**src/rtl/mbist_controller.sv**
```systemverilog
// Memory BIST sequencer: background passes plus optional March C-.
// Drives pattern select, memory strobes, and checks read data.
module mbist_controller #(
   parameter int ADDR_W     = 4,
   parameter int DATA_W     = 8,
   parameter int FAIL_CNT_W = 8
) (
   input  logic                  clk,
   input  logic                  rst,
   input  logic                  start,
   input  logic                  march_en,
   output logic [2:0]            pat_sel,
   input  logic [DATA_W-1:0]     pat_data,
   output logic [ADDR_W-1:0]     mem_addr,
   output logic                  mem_we,
   output logic [DATA_W-1:0]     mem_wdata,
   output logic                  mem_re,
   input  logic [DATA_W-1:0]     mem_rdata,
   output logic                  busy,
   output logic                  done,
   output logic                  pass,
   output logic [FAIL_CNT_W-1:0] fail_cnt,
   output logic                  fail_valid,
   output logic [ADDR_W-1:0]     fail_addr,
   output logic [4:0]            fail_elem
);

   localparam logic [1:0] S_IDLE = 2'd0;
   localparam logic [1:0] S_RUN  = 2'd1;
   localparam logic [1:0] S_FIN  = 2'd2;

   localparam logic [ADDR_W-1:0]     A_MAX = {ADDR_W{1'b1}};
   localparam logic [FAIL_CNT_W-1:0] C_MAX = {FAIL_CNT_W{1'b1}};

   logic [1:0]            state;
   logic [4:0]            elem;
   logic [ADDR_W-1:0]     addr;
   logic                  phase;
   logic                  march_q;

   logic [2:0]            sel;
   logic                  op_we;
   logic                  op_re;
   logic                  rw;
   logic                  desc;
   logic                  step;
   logic                  elem_end;
   logic                  last_elem;
   logic [4:0]            elem_nx;

   logic                  rd_pend;
   logic [DATA_W-1:0]     exp_q;
   logic [ADDR_W-1:0]     cmp_addr;
   logic [4:0]            cmp_elem;
   logic                  mism;
   logic [FAIL_CNT_W-1:0] cnt_nx;
   logic                  go;

   assign go        = (state == S_IDLE) && start;
   assign rw        = (elem >= 5'd13) && (elem <= 5'd16);
   assign desc      = (elem >= 5'd15);
   assign step      = !rw || phase;
   assign elem_end  = step && (desc ? (addr == '0) : (addr == A_MAX));
   assign last_elem = march_q ? (elem == 5'd17) : (elem == 5'd11);
   assign elem_nx   = elem + 5'd1;

   // Decode the current element/phase into pattern select and strobe
   always_comb begin
      sel   = 3'd0;
      op_we = 1'b0;
      op_re = 1'b0;
      if (state == S_RUN) begin
         if (elem < 5'd12) begin
            sel   = elem[3:1];
            op_we = ~elem[0];
            op_re = elem[0];
         end else begin
            unique case (elem)
               5'd12: begin
                  sel   = 3'd4;
                  op_we = 1'b1;
               end
               5'd13, 5'd15: begin
                  sel   = phase ? 3'd5 : 3'd4;
                  op_we = phase;
                  op_re = ~phase;
               end
               5'd14, 5'd16: begin
                  sel   = phase ? 3'd4 : 3'd5;
                  op_we = phase;
                  op_re = ~phase;
               end
               default: begin
                  sel   = 3'd4;
                  op_re = 1'b1;
               end
            endcase
         end
      end
   end

   assign pat_sel   = sel;
   assign mem_we    = op_we;
   assign mem_re    = op_re;
   assign mem_wdata = op_we ? pat_data : '0;
   assign mem_addr  = (state == S_RUN) ? addr : '0;
   assign busy      = (state != S_IDLE);

   // Sequencer: element, address and read/write phase
   always_ff @(posedge clk or posedge rst) begin
      if (rst) begin
         state   <= S_IDLE;
         elem    <= '0;
         addr    <= '0;
         phase   <= 1'b0;
         march_q <= 1'b0;
      end else begin
         unique case (state)
            S_IDLE: begin
               if (start) begin
                  state   <= S_RUN;
                  elem    <= '0;
                  addr    <= '0;
                  phase   <= 1'b0;
                  march_q <= march_en;
               end
            end
            S_RUN: begin
               if (rw) phase <= ~phase;
               if (elem_end) begin
                  phase <= 1'b0;
                  if (last_elem) begin
                     state <= S_FIN;
                  end else begin
                     elem <= elem_nx;
                     addr <= (elem_nx >= 5'd15) ? A_MAX : '0;
                  end
               end else if (step) begin
                  addr <= desc ? addr - 1'b1 : addr + 1'b1;
               end
            end
            default: state <= S_IDLE;
         endcase
      end
   end

   // Register expected data and tag for the read issued this cycle
   always_ff @(posedge clk or posedge rst) begin
      if (rst) begin
         rd_pend  <= 1'b0;
         exp_q    <= '0;
         cmp_addr <= '0;
         cmp_elem <= '0;
      end else begin
         rd_pend <= op_re;
         if (op_re) begin
            exp_q    <= pat_data;
            cmp_addr <= addr;
            cmp_elem <= elem;
         end
      end
   end

   assign mism   = rd_pend && (mem_rdata != exp_q);
   assign cnt_nx = (mism && fail_cnt != C_MAX) ? fail_cnt + 1'b1 : fail_cnt;

   // Failure bookkeeping: saturating count and first-fail capture
   always_ff @(posedge clk or posedge rst) begin
      if (rst) begin
         fail_cnt   <= '0;
         fail_valid <= 1'b0;
         fail_addr  <= '0;
         fail_elem  <= '0;
      end else if (go) begin
         fail_cnt   <= '0;
         fail_valid <= 1'b0;
         fail_addr  <= '0;
         fail_elem  <= '0;
      end else begin
         fail_cnt <= cnt_nx;
         if (mism && !fail_valid) begin
            fail_valid <= 1'b1;
            fail_addr  <= cmp_addr;
            fail_elem  <= cmp_elem;
         end
      end
   end

   // End-of-run status; the last compare lands in the FINISH cycle
   always_ff @(posedge clk or posedge rst) begin
      if (rst) begin
         done <= 1'b0;
         pass <= 1'b0;
      end else begin
         done <= (state == S_FIN);
         if (go) pass <= 1'b0;
         else if (state == S_FIN) pass <= (cnt_nx == '0);
      end
   end

endmodule

```
**config.mk**
```make
export PLATFORM = sky130hd
export DESIGN_NAME = mbist_controller
export DESIGN_NICKNAME = d
export VERILOG_FILES = /design/src/rtl/mbist_controller.sv
export SDC_FILE = /design/constraint.sdc
export NUM_CORES = 1
export LEC_CHECK = 0
export BUFFER_PORTS_ARGS = -buffer_cell sky130_fd_sc_hd__buf_4
export CORE_ASPECT_RATIO = 0.5
export CORE_MARGIN = 2
export CORE_UTILIZATION = 41
export DETAILED_ROUTE_END_ITERATION = 7
export GPL_TIMING_DRIVEN = 0
export SYNTH_ARGS = -nofsm -noshare
export SYNTH_HDL_FRONTEND = slang
export SYNTH_SLANG_ARGS = --single-unit
```
**constraint.sdc**
```tcl
create_clock -name clk -period 6.3 [get_ports clk]
set_clock_uncertainty 0.2 [all_clocks]
set_input_delay 1.26 -clock clk [delete_from_list [all_inputs] [get_ports clk]]
set_output_delay 1.26 -clock clk [all_outputs]
set_load 0.005 [all_outputs]
```
==> results of run 1 <==
-- path summary, 6_finish.rpt --
kind,cells past startpoint,endpoint,slack (ns)
setup / recovery,9,mem_re,2.15
hold / removal,1,cmp_elem[1],0.31
setup reg to reg,12,addr[3],3.32
hold reg to reg,1,cmp_elem[1],0.31
max in group asynchronous,3,cmp_elem[4],4.61
min in group asynchronous,2,fail_cnt[1],0.77
-- worst max-delay path, delay by kind of cell (launching register included) --
family / cells / cell delay, ns
buf+inv: 4 / 0.69
fa+ha+maj: 1 / 0.19
compound gates: 3 / 0.84
flops: 1 / 0.45
simple gates: 1 / 0.24
-- stage by stage --
| step | instance area, µm² | std cells |
|---|---|---|
| 3_5_place_dp | 3550 | 429 |
| 4_1_cts | 3690 | 436 |
| 5_1_grt | 3690 | 436 |
| 6_report | 3690 | 436 |
| 3_3_place_gp | 3530 | 428 |
| 2_1_floorplan | 2990 | 279 |
-- cells in the final DEF (no fill, tap or decap), types with 3 or more instances in the layout --
cell and instances:
buf_4 57, a211oi_1 5, ha_1 7, clkbuf_1 9, dfrtp_1 51, nand3_1 8, buf_2 3, nand4_1 6
xor2_1 15, a21oi_1 12, nand2_1 11, a21o_1 5, mux2i_1 16, mux2_4 9, o21ai_0 6, mux2_1 3
mux2_2 6, and2_1 11, nor2_1 29, clkbuf_16 5, inv_1 10, nor2b_1 5, and3_1 4
-- layout make-up --
cell class | count | area share (%)
Timing Repair Buffer | 58 | 12.1
Clock inverter | 1 | 0.136
Buffer | 13 | 1.86
Clock buffer | 6 | 3.76
Inverter | 11 | 1.12
Tap cell | 92 | 3.12
Multi-Input combinational cell | 204 | 43.3
Sequential cell | 51 | 34.6
-- registers in the layout, summed over array words and instances (netlist names) --
signal	cells
exp_q	8
elem	5
rd_pend	1
cmp_elem	5
fail_cnt	8
cmp_addr	4
fail_valid	1
pass	1
fail_elem	5
fail_addr	4
march_q	1
done	1
phase	1
state	2
addr	4
-- kinds of logic after synthesis --
logic type / Yosys count / synth area share (%)
simple gates: 97 / 18.3
fa+ha+maj: 8 / 3.60
compound gates: 49 / 13.7
buf+inv: 24 / 3.69
mux: 34 / 13.3
flops: 51 / 42.7
xor+xnor: 16 / 4.69
-- routing by layer --
metal / up-vias / GRT usage [%]
met1: 1099 / 22.9
met4: 0 / 3.79
li1: 1117 / -
met3: 2 / 3.85
met2: 49 / 28.0
met5: - / 0
-- power by group through the flow --
| stage | clock [mW] | combinational, mW | sequential (mW) |
|---|---|---|---|
| after floorplan | 0 | 0.779 | 0.564 |
| final | 0.266 | 1.08 | 0.592 |
| after global placement | 0 | 1.06 | 0.590 |
| after CTS | 0.274 | 1.10 | 0.592 |
| after global routing | 0.290 | 1.20 | 0.615 |
| after detailed placement | 0 | 1.09 | 0.598 |
==> flow_metrics.py, run 1 <==
metrics = {
    "logic_synthesis": {
        "synth.area.top_cells": "dfrtp_1, mux2i_1, mux2_4",
        "avgSynthCellArea_um2": 10.7,
        "synth-seq-cells": 51,
        "post-synth-top-count-cell": "dfrtp_1",
        "syn_nets": 307,
        "synthCells": 279,
        "ys_seq_area_share_pct": 42.7,
        "syn_area_um2": 2990,
        "synth-async-reset-ratio_pct": 100,
        "ys_types": 57,
        "synth_common_cells": "dfrtp_1, nor2_1, mux2i_1",
        "synth.largest_area_cell": "dfrtp_1",
        "synth_flop_cell": "dfrtp_1",
        "yosysWarnings": 0,
        "synth_edf_count": 0,
        "yosys.area.top_type_share_pct": 42.7,
    },
    "routing": {
        "wl_met3_um": 245,
        "num_vias": 2267,
        "post_drt_wl_per_cell_um": 14.8,
        "dr.pass1.iters": 4,
        "wl_met1_um": 3200,
        "viasPerCell": 5.20,
        "drc": 0,
        "drtAntennaViolNets": 0,
        "routed-wl-met2_um": 2990,
        "top_layer_used": "met4",
        "routed_wl_um": 6460,
        "drtIter0Drc": 129,
    },
    "cells_and_area": {
        "syn_to_final_growth_pct": 23.7,
        "seq_area_um2": 1280,
        "layout-drive-gt1-share_pct": 29.4,
        "multi_input_area_um2": 1600,
        "final_nets": 372,
        "fill_cells": 616,
        "diodes": 0,
        "final_util_pct": 53.8,
    },
    "critical_path": {
        "critPathRequiredTime_ns": 4.84,
        "arrival_ns": 2.69,
        "slowest_delay_ns": 0.45,
        "r2r-start": "elem[3]",
        "critPathCaptureType": "output pin",
        "crit_start": "elem[3]",
        "slowest_stage": "dfrtp_1",
        "critical_path_class": "flop to output pin",
        "path_cells": "clkbuf_1 -> and3_1 -> ha_1 -> a21oi_1 -> a21oi_4 -> o211ai_4 -> buf_12 -> inv_1 -> buf_4",
        "critPathLaunchType": "flop",
        "worstPathMaxFanout": 10,
    },
    "timing": {
        "maxSlewViolCount": 0,
        "max_freq_mhz": 241,
        "tightest_slew_ns": 0.627,
        "finalSetupViolCount": 0,
        "max_slew_margin_pct": 58.0,
        "rsz0062_at_grt": "no",
        "hold_ws_ns": 0.306,
        "worst_slack_ns": 2.15,
        "setup_tns_ns": 0,
        "finalHoldViolCount": 0,
        "min_period_over_period_pct": 65.9,
        "finalCriticalPeriod_ns": 4.15,
    },
    "clock_network": {
        "clockBufferDepth": 2,
        "clkSinkCount": 51,
        "clkLatencyLatePin_ns": 0.28,
        "ctsResizeCount": 0,
        "cts.clk_slew.worst_paths_ns": 0.06,
        "cts_tree": "done",
        "root_buffer": "clkbuf_16",
        "htree_num_levels": 2,
        "cts_setup_buffers": 0,
        "hold_buffers": 0,
        "cts_buffers": 5,
    },
    "power": {
        "p_clk_share_pct": 13.7,
        "pwr-share-comb_pct": 55.7,
        "sw_frac_of_total_pct": 38.6,
        "ir_worst_vdd_uv": 225,
        "p_per_area_nw_per_um2": 525,
        "p_int_mw": 1.19,
        "p_seq_share_pct": 30.5,
        "p_total_mw": 1.94,
        "power.switching_uw": 747,
        "leakage_nw": 1.81,
    },
    "placement": {
        "hpwl_um": 4830,
        "dpl_worst_slack_ns": 2.46,
        "portBuffers": 57,
        "gp_congestion": 0.771,
    },
    "global_route": {
        "grt_use_total_pct": 16.9,
        "grt_max_degree": 34,
        "antenna_found_initial": 0,
        "grt_pass1_wl_um": 10900,
        "gr-total-overflow": 0,
        "grt_pass1_vias": 2273,
    },
    "floorplanning": {
        "dieArea_um2": 8020,
        "rows": 21,
        "io-pin-count": 58,
        "fp.dieW_um": 125,
        "start_util_pct": 43.5,
        "dieHeight_um": 64.3,
        "core_area_um2": 6860,
    },
    "min_path": {
        "min_path_type": "flop to flop",
        "min-delay-start": "cmp_elem[1]",
    },
    "run": {
        "drv_cap": 0,
    },
    "status": {
        "status": "finished, final reports clean",
    },
}
No activity file was read; power rests on OpenSTA's default activity.
==> run 2, diff against run 1 <==
Settings changed: ABC_AREA set to 1.
Clock period 6.3 ns to 3.7 ns, I/O delays scaled along.
==> flow_metrics.py, run 2 <==
metrics = {
    "routing": {
        "drtAntennaViolNets": 0,
        "viasPerCell": 4.74,
        "drtIter0Drc": 114,
        "drc": 0,
        "dr.pass1.iters": 4,
        "num_vias": 2628,
        "post_drt_wl_per_cell_um": 12.4,
        "routed_wl_um": 6870,
    },
    "clock_network": {
        "clkLatencyLatePin_ns": 0.29,
        "clockBufferDepth": 2,
        "cts.clk_slew.worst_paths_ns": 0.07,
        "htree_num_levels": 2,
        "cts_setup_buffers": 0,
        "cts_buffers": 5,
        "clkSinkCount": 51,
        "hold_buffers": 0,
        "root_buffer": "clkbuf_16",
        "ctsResizeCount": 0,
        "cts_tree": "done",
    },
    "logic_synthesis": {
        "synth.area.top_cells": "dfrtp_1, nand2_1, inv_1",
        "post-synth-top-count-cell": "nand2_1",
        "ys_seq_area_share_pct": 41.1,
        "yosysWarnings": 0,
        "syn_area_um2": 3110,
        "synth_common_cells": "nand2_1, inv_1, dfrtp_1",
        "synth_edf_count": 0,
        "syn_nets": 421,
        "synthCells": 393,
        "synth.largest_area_cell": "dfrtp_1",
        "synth-seq-cells": 51,
        "yosys.area.top_type_share_pct": 41.1,
        "ys_types": 35,
        "avgSynthCellArea_um2": 7.91,
        "synth-async-reset-ratio_pct": 100,
        "synth_flop_cell": "dfrtp_1",
    },
    "cells_and_area": {
        "diodes": 0,
        "mostFrequentLayoutCell": "nand2_1",
        "final_nets": 486,
        "syn_to_final_growth_pct": 23.2,
        "multi_input_area_um2": 1520,
        "seq_area_um2": 1280,
        "design_area_um2": 3830,
        "layout-drive-gt1-share_pct": 30.1,
        "top_regs": "exp_q x8, fail_cnt x8",
        "layout_common_cells": "nand2_1, inv_1, buf_4, dfrtp_1, nor2_1",
        "final_util_pct": 52.3,
        "fill_cells": 715,
    },
    "timing": {
        "hold_ws_ns": 0.257,
        "maxSlewViolCount": 0,
        "rsz0062_at_grt": "no",
        "tightest_slew_ns": 0.495,
        "finalCriticalPeriod_ns": 3.26,
        "max_freq_mhz": 307,
        "setup_tns_ns": 0,
        "finalSetupViolCount": 0,
        "min_period_over_period_pct": 88.0,
        "finalHoldViolCount": 0,
        "max_slew_margin_pct": 67.0,
    },
    "global_route": {
        "grt_pass1_vias": 2544,
        "grt_use_total_pct": 18.4,
        "gr-total-overflow": 0,
        "grt_max_degree": 32,
        "grt_pass1_wl_um": 12100,
        "antenna_found_initial": 0,
    },
    "critical_path": {
        "r2r-start": "elem[1]",
        "cp_num_buf_inv": 3,
        "critPathLaunchType": "flop",
        "critPathCaptureType": "output pin",
        "arrival_ns": 2.32,
        "path_cells": "buf_2 -> inv_1 -> ha_1 -> a21oi_4 -> nand2_2 -> nand2_2 -> nand3_1 -> nand3_1 -> nor2_1 -> buf_4",
        "critical_path_class": "flop to output pin",
        "critPathRequiredTime_ns": 2.76,
        "worstPathMaxFanout": 9,
        "crit_start": "elem[0]",
        "slowest_stage": "dfrtp_1",
        "slowest_delay_ns": 0.39,
        "cpLargestDelayFamily": "simple AND/OR/NAND/NOR gates",
    },
    "min_path": {
        "min_path_type": "input port to asynchronous set/reset pin",
    },
    "power": {
        "p_per_area_nw_per_um2": 359,
        "leakage_nw": 2.00,
        "p_total_mw": 1.38,
        "ir_worst_vdd_uv": 155,
    },
    "floorplanning": {
        "start_util_pct": 42.4,
        "io-pin-count": 58,
        "fp.dieW_um": 127,
        "core_area_um2": 7320,
        "dieArea_um2": 8330,
        "dieHeight_um": 65.6,
        "rows": 22,
    },
    "placement": {
        "portBuffers": 57,
        "gp_congestion": 0.873,
        "hpwl_um": 5240,
        "placed_area_um2": 3670,
    },
    "status": {
        "status": "finished, final reports clean",
    },
    "run": {
        "drv_cap": 0,
    },
}
==> run 2: kinds of logic after synthesis <==
group | share of synthesized area (%)
AND/OR/NAND/NOR | 29.6
flip-flops | 41.1
AO/OA/AOI/OAI | 12.9
adder cells (fa/ha/maj) | 3.46
buffers and inverters | 9.87
XOR/XNOR | 3.10
==> run 2: worst paths after layout <==
path / to / slack (ns) / cells after the start
setup / recovery: mem_wdata[0] / 0.44 / 10
hold / removal: fail_cnt[6] / 0.26 / 2
setup reg to reg: addr[3] / 1.16 / 13
hold reg to reg: cmp_addr[2] / 0.29 / 2
max in group asynchronous: elem[3] / 2.52 / 3
min in group clk: cmp_addr[2] / 0.29 / 2
==> run 2: per-layer routing <==
| metal | global-route usage [%] | share of wire [%] | up-vias |
|---|---|---|---|
| li1 | - | - | 1379 |
| met1 | 24.2 | 49 | 1212 |
| met2 | 31.5 | 47 | 31 |
| met3 | 3.50 | 3.1 | 6 |
| met4 | 5.22 | 1.0 | 0 |
| met5 | 0 | 0 | - |
==> run 2: report_power, final <==
group          switching, mW  internal (mW)  leakage, nW
Combinational          0.138          0.128         1.34
Clock                  0.207          0.271       0.0772
Sequential            0.0426          0.590        0.582
Total                  0.387          0.988         2.00
==> run 2: stage by stage <==
step	setup slack [ns]	instances
finish	0.444	555
global route	0.179	555
CTS	0.425	555
detailed placement	0.752	547
global placement	0.748	546
floorplan	1.14	393
==> run 2: final cells by class <==
type | count | share of cell area [%]
clock buffer | 6 | 3.63
buffer | 8 | 1.44
inverter | 67 | 6.57
timing repair buffer | 58 | 11.7
multi-input combinational | 267 | 39.8
sequential | 51 | 33.3
tap | 96 | 3.14
clock inverter | 2 | 0.360
==> run 3, diff against run 2 <==
Settings changed: CORE_UTILIZATION 41 to 40.
==> flow_metrics.py, run 3 (synthesis gave the netlist of run 2 again) <==
metrics = {
    "status": {
        "status": "finished, final reports clean",
    },
    "cells_and_area": {
        "layout-drive-gt1-share_pct": 29.9,
        "mostFrequentLayoutCell": "nand2_1",
        "seq_area_um2": 1280,
        "syn_to_final_growth_pct": 22.9,
        "final_nets": 486,
        "top_regs": "exp_q x8, fail_cnt x8",
        "fill_cells": 738,
        "diodes": 0,
        "design_area_um2": 3820,
        "multi_input_area_um2": 1520,
        "layout_common_cells": "nand2_1, inv_1, buf_4, dfrtp_1, nor2_1",
    },
    "timing": {
        "setup_tns_ns": 0,
        "maxSlewViolCount": 0,
        "max_freq_mhz": 314,
        "finalSetupViolCount": 0,
        "rsz0062_at_grt": "no",
        "min_period_over_period_pct": 86.2,
        "max_slew_margin_pct": 62.3,
        "finalCriticalPeriod_ns": 3.19,
        "tightest_slew_ns": 0.565,
        "finalHoldViolCount": 0,
    },
    "critical_path": {
        "path_cells": "buf_2 -> inv_1 -> ha_1 -> a21oi_4 -> nand2_2 -> nand2_2 -> nand3_1 -> nand3_1 -> nor2_1 -> buf_4",
        "arrival_ns": 2.25,
        "cp_num_buf_inv": 3,
        "critical_path_class": "flop to output pin",
        "reg2reg_depth": 13,
        "slowest_delay_ns": 0.40,
        "critPathCaptureType": "output pin",
        "rr_endpoint": "addr[3]",
        "cpLargestDelayFamily": "simple AND/OR/NAND/NOR gates",
        "critPathRequiredTime_ns": 2.76,
        "critPathLaunchType": "flop",
        "rrSetupSlack_ns": 1.15,
        "worstPathMaxFanout": 9,
        "slowest_stage": "dfrtp_1",
        "r2r-start": "elem[1]",
    },
    "global_route": {
        "grt_max_degree": 30,
        "grt_pass1_wl_um": 12300,
        "grt_use_total_pct": 18.5,
        "antenna_found_initial": 0,
        "gr-total-overflow": 0,
        "grt_pass1_vias": 2627,
    },
    "routing": {
        "routed_wl_um": 7020,
        "dr.pass1.iters": 4,
        "post_drt_wl_per_cell_um": 12.7,
        "num_vias": 2604,
        "drtIter0Drc": 176,
        "drtAntennaViolNets": 0,
        "drc": 0,
        "viasPerCell": 4.70,
    },
    "clock_network": {
        "root_buffer": "clkbuf_16",
        "clkSinkCount": 51,
        "cts_buffers": 5,
        "htree_num_levels": 2,
        "clkLatencyLatePin_ns": 0.29,
        "cts_tree": "done",
        "ctsResizeCount": 0,
        "cts.clk_slew.worst_paths_ns": 0.07,
        "hold_buffers": 0,
        "clockBufferDepth": 2,
        "cts_setup_buffers": 0,
    },
    "floorplanning": {
        "core_area_um2": 7430,
        "fp.dieW_um": 129,
        "dieArea_um2": 8530,
        "dieHeight_um": 66.3,
        "io-pin-count": 58,
        "rows": 22,
        "start_util_pct": 41.8,
    },
    "placement": {
        "hpwl_um": 5290,
        "placed_area_um2": 3670,
        "gp_congestion": 0.786,
        "portBuffers": 57,
    },
    "power": {
        "ir_worst_vdd_uv": 215,
        "p_per_area_nw_per_um2": 357,
        "leakage_nw": 2.00,
    },
    "run": {
        "drv_cap": 0,
    },
    "min_path": {
        "min_path_type": "input port to asynchronous set/reset pin",
    },
}
==> run 3: cell type report <==
class | instances | share of cell area, %
multi-input cells | 267 | 39.9
well taps | 96 | 3.15
plain buffers | 8 | 1.44
repair buffers | 58 | 11.7
flip-flops and latches | 51 | 33.4
clock inverters | 1 | 0.131
clock buffers | 6 | 3.64
inverters | 67 | 6.59
==> run 3: how the worst max path moves through the flow <==
stage / endpoint / slack (ns) / from / cells after the start
final: mem_wdata[5] / 0.51 / elem[0] / 10
after global routing: mem_wdata[7] / 0.29 / elem[0] / 10
after CTS: mem_wdata[6] / 0.46 / elem[0] / 10
after detailed placement: mem_wdata[6] / 0.78 / elem[0] / 10
after global placement: elem[1] / 0.74 / rst / 2
after floorplan: mem_re / 1.14 / elem[1] / 12
==> run 3: report_power, final <==
part	switching [mW]	total, mW	leakage (nW)	internal, mW
clock	0.202	0.466	0.0727	0.265
combinational	0.136	0.263	1.34	0.128
sequential	0.0429	0.633	0.582	0.590
==> run 3: stage by stage <==
stage	setup slack [ns]	utilization (%)	total power, mW	instances	hold WS [ns]
3_3_place_gp	0.736	49.2	0.900	546	0.267
6_report	0.512	51.4	1.36	554	0.283
5_1_grt	0.291	51.4	1.45	554	0.298
4_1_cts	0.464	51.4	1.38	554	0.285
2_1_floorplan	1.14	-	0.810	393	0.256
3_5_place_dp	0.779	49.4	0.909	547	0.270
==> run 3: routing by layer <==
layer,global-route usage (%),vias up,share of wire [%]
met5,0,-,0
met4,5.30,0,1.0
met3,3.48,6,3.0
met2,31.4,31,46
met1,24.4,1198,50
li1,-,1369,-
==> run 3: worst register-to-register path, cell delays in order, from the launching register on <==
cell	delay [ns]
dfrtp_1	0.45
ha_1	0.24
inv_1	0.06
nor2_1	0.04
ha_1	0.20
nor2_1	0.19
nand2_4	0.10
ha_1	0.34
nand2_1	0.06
o21ai_0	0.19
xor2_1	0.16
nand2_1	0.06
nand3_1	0.07
o21ai_1	0.07
